==> src/rtl/seg_scan_decoder_pkg.sv <==
// Shared seven-segment definitions for the scan decoder and the display driver.
// Patterns are active-low, bit order {g,f,e,d,c,b,a}; the dp line is handled separately.
package seg_scan_decoder_pkg;

   localparam logic [6:0] SEG_0     = 7'h40;
   localparam logic [6:0] SEG_1     = 7'h79;
   localparam logic [6:0] SEG_2     = 7'h24;
   localparam logic [6:0] SEG_3     = 7'h30;
   localparam logic [6:0] SEG_4     = 7'h19;
   localparam logic [6:0] SEG_5     = 7'h12;
   localparam logic [6:0] SEG_6     = 7'h02;
   localparam logic [6:0] SEG_7     = 7'h78;
   localparam logic [6:0] SEG_8     = 7'h00;
   localparam logic [6:0] SEG_9     = 7'h10;
   localparam logic [6:0] SEG_A     = 7'h08;
   localparam logic [6:0] SEG_B     = 7'h03;
   localparam logic [6:0] SEG_C     = 7'h46;
   localparam logic [6:0] SEG_D     = 7'h21;
   localparam logic [6:0] SEG_E     = 7'h06;
   localparam logic [6:0] SEG_F     = 7'h0E;
   localparam logic [6:0] SEG_BLANK = 7'h7F;

   // Entry i holds the pattern that displays hex digit i.
   localparam logic [15:0][6:0] SEG_TABLE = {
      SEG_F, SEG_E, SEG_D, SEG_C, SEG_B, SEG_A, SEG_9, SEG_8,
      SEG_7, SEG_6, SEG_5, SEG_4, SEG_3, SEG_2, SEG_1, SEG_0
   };

   // Encoder used by the display-driving side.
   function automatic logic [6:0] hex_to_seg(input logic [3:0] nibble, input logic blank);
      hex_to_seg = blank ? SEG_BLANK : SEG_TABLE[nibble];
   endfunction

endpackage

==> src/rtl/seg7_to_hex.sv <==
// Combinational seven-segment pattern to hex nibble decoder.
module seg7_to_hex
   import seg_scan_decoder_pkg::*;
(
   input  logic [6:0] pattern,
   output logic [3:0] nibble,
   output logic       valid
);

   // Match the pattern against the sixteen digit shapes; a dark digit never matches.
   always_comb begin
      nibble = 4'h0;
      valid  = 1'b0;
      if (pattern != SEG_BLANK) begin
         for (int i = 0; i < 16; i++) begin
            if (pattern == SEG_TABLE[i]) begin
               nibble = 4'(i);
               valid  = 1'b1;
            end
         end
      end
   end

endmodule

==> src/rtl/seg_scan_decoder.sv <==
// Recovers the four hex digits shown on a multiplexed, active-low seven-segment display
// by watching its digit-select and segment lines.
module seg_scan_decoder
   import seg_scan_decoder_pkg::*;
#(
   parameter int STABLE  = 4,
   parameter int TIMEOUT = 1024
)(
   input  logic        clk100mhz,
   input  logic        clr,
   input  logic [3:0]  pos,
   input  logic [7:0]  seg,
   output logic [15:0] value,
   output logic [3:0]  dp,
   output logic        frame_valid,
   output logic        err,
   output logic        stale
);

   localparam int STAB_W = (STABLE > 1) ? $clog2(STABLE) : 1;
   localparam int TO_W   = $clog2(TIMEOUT + 1);
   localparam logic [STAB_W-1:0] STAB_MAX = STAB_W'(STABLE - 1);
   localparam logic [TO_W-1:0]   TO_MAX   = TO_W'(TIMEOUT);

   logic [3:0]        pos_q;
   logic [7:0]        seg_q;
   logic [3:0]        pos_prev;
   logic [7:0]        seg_prev;
   logic [STAB_W-1:0] stab_cnt;
   logic [TO_W-1:0]   to_cnt;
   logic [15:0]       shadow_val;
   logic [3:0]        shadow_dp;
   logic [3:0]        seen;
   logic [3:0]        seen_next;

   logic              pair_changed;
   logic              sample_hit;
   logic              sample_take;
   logic              pos_ok;
   logic [1:0]        sel_idx;
   logic [3:0]        sel_mask;
   logic              commit;
   logic [3:0]        dec_nibble;
   logic              dec_valid;

   seg7_to_hex u_decode (
      .pattern (seg_q[6:0]),
      .nibble  (dec_nibble),
      .valid   (dec_valid)
   );

   // Register the raw display lines, then keep one older copy to detect changes.
   always_ff @(posedge clk100mhz) begin
      if (!clr) begin
         pos_q    <= '1;
         seg_q    <= '1;
         pos_prev <= '1;
         seg_prev <= '1;
      end else begin
         pos_q    <= pos;
         seg_q    <= seg;
         pos_prev <= pos_q;
         seg_prev <= seg_q;
      end
   end

   // Work out which digit is selected and whether this cycle takes a sample.
   always_comb begin
      pos_ok   = 1'b1;
      sel_idx  = 2'd0;
      unique case (pos_q)
         4'b1110: sel_idx = 2'd0;
         4'b1101: sel_idx = 2'd1;
         4'b1011: sel_idx = 2'd2;
         4'b0111: sel_idx = 2'd3;
         default: pos_ok  = 1'b0;
      endcase
      sel_mask     = 4'b0001 << sel_idx;
      pair_changed = (pos_q != pos_prev) || (seg_q != seg_prev);
      // The sample fires on the edge where the counter steps onto its saturation value,
      // so it happens once per stable pair; with STABLE of 1 that is the reload itself.
      sample_hit   = pair_changed ? (STABLE == 1) : (stab_cnt == STAB_MAX - STAB_W'(1));
      sample_take  = sample_hit && pos_ok;
      commit       = (seen == 4'b1111);
      seen_next    = (commit ? 4'b0000 : seen) | (sample_take ? sel_mask : 4'b0000);
   end

   // Stability counter: reload on any change, otherwise count up and stick at the top.
   always_ff @(posedge clk100mhz) begin
      if (!clr) begin
         stab_cnt <= '0;
      end else if (pair_changed) begin
         stab_cnt <= '0;
      end else if (stab_cnt != STAB_MAX) begin
         stab_cnt <= stab_cnt + STAB_W'(1);
      end
   end

   // Collect decoded digits in the shadow; a commit reads the shadow before this edge's sample lands.
   always_ff @(posedge clk100mhz) begin
      if (!clr) begin
         shadow_val <= '0;
         shadow_dp  <= '0;
         seen       <= '0;
         err        <= 1'b0;
      end else begin
         seen <= seen_next;
         if (sample_take) begin
            shadow_val[{sel_idx, 2'b00} +: 4] <= dec_valid ? dec_nibble : 4'h0;
            shadow_dp[sel_idx]                <= ~seg_q[7];
            if (!dec_valid) begin
               err <= 1'b1;
            end
         end
      end
   end

   // Publish a complete frame and pulse frame_valid for the single commit cycle.
   always_ff @(posedge clk100mhz) begin
      if (!clr) begin
         value       <= '0;
         dp          <= '0;
         frame_valid <= 1'b0;
      end else begin
         frame_valid <= commit;
         if (commit) begin
            value <= shadow_val;
            dp    <= shadow_dp;
         end
      end
   end

   // Cycles since the last commit, held at TIMEOUT once the display has gone quiet.
   always_ff @(posedge clk100mhz) begin
      if (!clr) begin
         to_cnt <= '0;
      end else if (commit) begin
         to_cnt <= '0;
      end else if (to_cnt != TO_MAX) begin
         to_cnt <= to_cnt + TO_W'(1);
      end
   end

   assign stale = (to_cnt == TO_MAX);

endmodule

==> config.mk <==
export PLATFORM = sky130hd
export DESIGN_NAME = seg_scan_decoder
export DESIGN_NICKNAME = d
export VERILOG_FILES = /design/src/rtl/seg_scan_decoder_pkg.sv /design/src/rtl/seg7_to_hex.sv /design/src/rtl/seg_scan_decoder.sv
export SDC_FILE = /design/constraint.sdc
export NUM_CORES = 1
export LEC_CHECK = 0
export ABC_AREA = 1
export CORE_MARGIN = 2
export CORE_UTILIZATION = 40
export CTS_CLUSTER_SIZE = 14
export DETAILED_ROUTE_END_ITERATION = 6
export MAX_ROUTING_LAYER = met4
export PLACE_DENSITY_LB_ADDON = 0.2
export SLEW_MARGIN = 25
export SYNTH_ARGS = -nofsm -noshare
export SYNTH_HDL_FRONTEND = slang
export SYNTH_HIERARCHICAL = 1
export SYNTH_SLANG_ARGS = --single-unit
==> constraint.sdc <==
create_clock -name clk100mhz -period 2.6 [get_ports clk100mhz]
set_input_delay 0.52 -clock clk100mhz [delete_from_list [all_inputs] [get_ports clk100mhz]]
set_output_delay 0.52 -clock clk100mhz [all_outputs]
set_load 0.05 [all_outputs]
==> results.toml <==
[clocking]
ctsResizeCount = 0
cts_max_level = 3
ctsHoldBuffers = 0
tritoncts = "done"
path_clk_slew_ns = 0.08
clock_latency_ns = 0.35
cts_root_buffer = "clkbuf_8"
clockBufferDepth = 2
numCtsBuffers = 9
cts_setup_buffers = 0
cts_sinks = 83

[placed_design]
dpl.hpwl_mm = 5.51
place.gp.congestion = 0.855
place_inst = 691
dp_slack_ns = 0.0255
io_buffers = 36

[worst_hold_path]
min_path_type = "reg -> reg"
hold_depth = 2

[power_and_ir_drop]
total_power_mw = 2.31
p_sw_share_pct = 25.2
ir_drop_v = 0.000315
seqPwrFrac_pct = 57.0
pwr-share-comb_pct = 8.0
p_leak_nw = 2.15
p_int_mw = 1.73
p_clk_share_pct = 35.0
p_sw_mw = 0.583
power_density_nw_per_um2 = 514

[floorplan]
die_h_um = 102
rows = 35
io_pins = 37
core_area_um2 = 9240
initial_utilization_pct = 41.2
die_x_um = 102
die_area_um2 = 10300

[synthesis]
syn_area_um2 = 3810
synth_top_area_share_pct = 43.7
synth_compound_area_share_pct = 6.51
synthSimpleGateAreaFrac_pct = 35.3
synth_seq_cells = 83
synth_cells = 534
synth_fa_ha_area_share_pct = 2.63
yosys.area.top_type = "dfxtp_1"
synthTopCellsByArea = "dfxtp_1 44%, nand2_1 14%, inv_1 7.8%, nor2_1 6.8%, o21ai_0 3.6%"
seq_area_frac_synth_pct = 43.7
synthXorXnorAreaFrac_pct = 2.07
ys_types = 31
synth_warnings = 6
syn_nets = 556
postSynthAreaPerCell_um2 = 7.13
synth_mux_area_share_pct = 0
synth_top_family_by_area = "simple AND/OR/NAND/NOR gates"

[setup_path]
endpoint_kind = "primary output"
cp_top_family = "simple AND/OR/NAND/NOR gates"
slowest_stage = "nor3_1"
path_buf_inv = 2
cp-start-kind = "flip-flop"
cp_cell_sequence = "inv_1 > ha_1 > nand4_1 > nor3_1 > buf_4"
crit_cells = 5
cp.arrival_ns = 1.75
cp_max_fo = 5
cpPeakStageDelay_ns = 0.45
critPathKind = "reg -> out"
cp.required_ns = 2.08
reg2regPathDepth = 8

[routing]
wl_mm = 7.50
viasPerCell = 4.61
wl_per_cell_um = 10.6
drc = 0
postRouteAntennaNets = 0
drt-pass1-iter-count = 5
vias = 3253
drtIter0Drc = 137

[timing]
tightestPinTransition_ns = 0.656
setup_ws_ns = 0.334
setup_viol = 0
skew_ns = 0.0115
max_freq_mhz = 441
hold_viol = 0
slew_violations = 0
fin_crit_sh_pct = 87.2
whs_ns = 0.453
period_minus_slack_ns = 2.27
fin_tns_setup_ns = 0
slew-limit-headroom_pct = 56.2
rsz0062_at_grt = "no"

[global_route]
grt_max_degree = 31
grt_pass1_wl_mm = 13.5
track_usage_pct = 17.0
gr-total-overflow = 0
use_met3_pct = 3.73
grt_busiest_layer = "met2"
first_global_vias = 3102
use_met1_pct = 20.7
antenna_found_initial = 0
use_met2_pct = 27.7

[cells_and_area]
n_antenna_cell = 0
fin_cells = 706
syn_to_final_growth_pct = 18.0
mostFrequentLayoutCells = "137 x nand2_1, 83 x dfxtp_1, 79 x inv_1"
nets = 595
drive_above_1_share_pct = 10.6
nFillCells = 927
mostFrequentLayoutCell = "nand2_1"

[run_status]
status = "finished, final reports clean"

[run]
max_cap_violations = 0
power by group through the flow:
stage	sequential [mW]	clock, mW	combinational, mW
floorplan	1.34	0	0.132
global placement	1.35	0	0.179
detailed placement	1.35	0	0.184
CTS	1.32	0.844	0.184
global route	1.32	0.884	0.212
finish	1.32	0.809	0.184
metal layers:
metal | wire, µm | share of wire (%) | vias up
li1 | - | - | 1733
met1 | 3640 | 49 | 1458
met2 | 3530 | 47 | 52
met3 | 242 | 3.2 | 10
met4 | 91 | 1.2 | 0
met5 | 0 | 0 | -
cell usage after synthesis, drive strengths merged:
cell type  instances
o211ai             1
nor2              76
nand4             16
xor2               3
o21ai             31
nand3b             7
a21oi             11
clkbuf            11
xnor2              6
or2               15
nand2            138
nor4               6
nand3             23
a21boi             1
dfxtp             83
ha                 8
buf                4
a211oi             1
clkinv             1
nor3              10
inv               82
layout make-up:
cell class / count / area [µm²] / share of cell area (%)
Tap cell: 129 / 161 / 3.59
Clock inverter: 5 / 30.0 / 0.669
Timing Repair Buffer: 43 / 410 / 9.14
Sequential cell: 83 / 1660 / 37.0
Multi-Input combinational cell: 353 / 1780 / 39.6
Clock buffer: 10 / 138 / 3.06
Inverter: 83 / 312 / 6.94
worst reg2reg max path: cells and delay by family, from the launching register on:
family                     cells  cell delay, ns
adders and majority gates      1            0.32
DFF                            1            0.34
and+or+nand+nor                6            1.30
buffers and inverters          1            0.25
kinds of logic (layout without fill, tap and decap cells):
kind of cell             Yosys count  count (layout)
flip-flops                        83              83
buffers and inverters             98             141
AO/OA/AOI/OAI                     45              45
AND/OR/NAND/NOR                  291             291
adder cells (fa/ha/maj)            8               8
XOR/XNOR                           9               9
registers in the layout (all words and copies together) (netlist names), 4 cells and up:
name        flops
shadow_dp       4
seg_q           8
seen            4
pos_q           4
seg_prev        8
pos_prev        4
dp              4
shadow_val     16
value          16
to_cnt         11
worst paths after layout:
path                    endpoint  slack (ns)      start
hold / removal               err        0.45        err
setup reg to reg  shadow_val[12]        0.34   pos_q[1]
setup / recovery           stale        0.33  to_cnt[1]
hold reg to reg              err        0.45        err
stage by stage:
step | util (%) | area [µm²]
floorplan | - | 3810
global placement | 46.7 | 4320
detailed placement | 46.7 | 4320
CTS | 48.6 | 4490
global route | 48.6 | 4490
finish | 48.6 | 4490
Power figures use the tool's default switching activity.
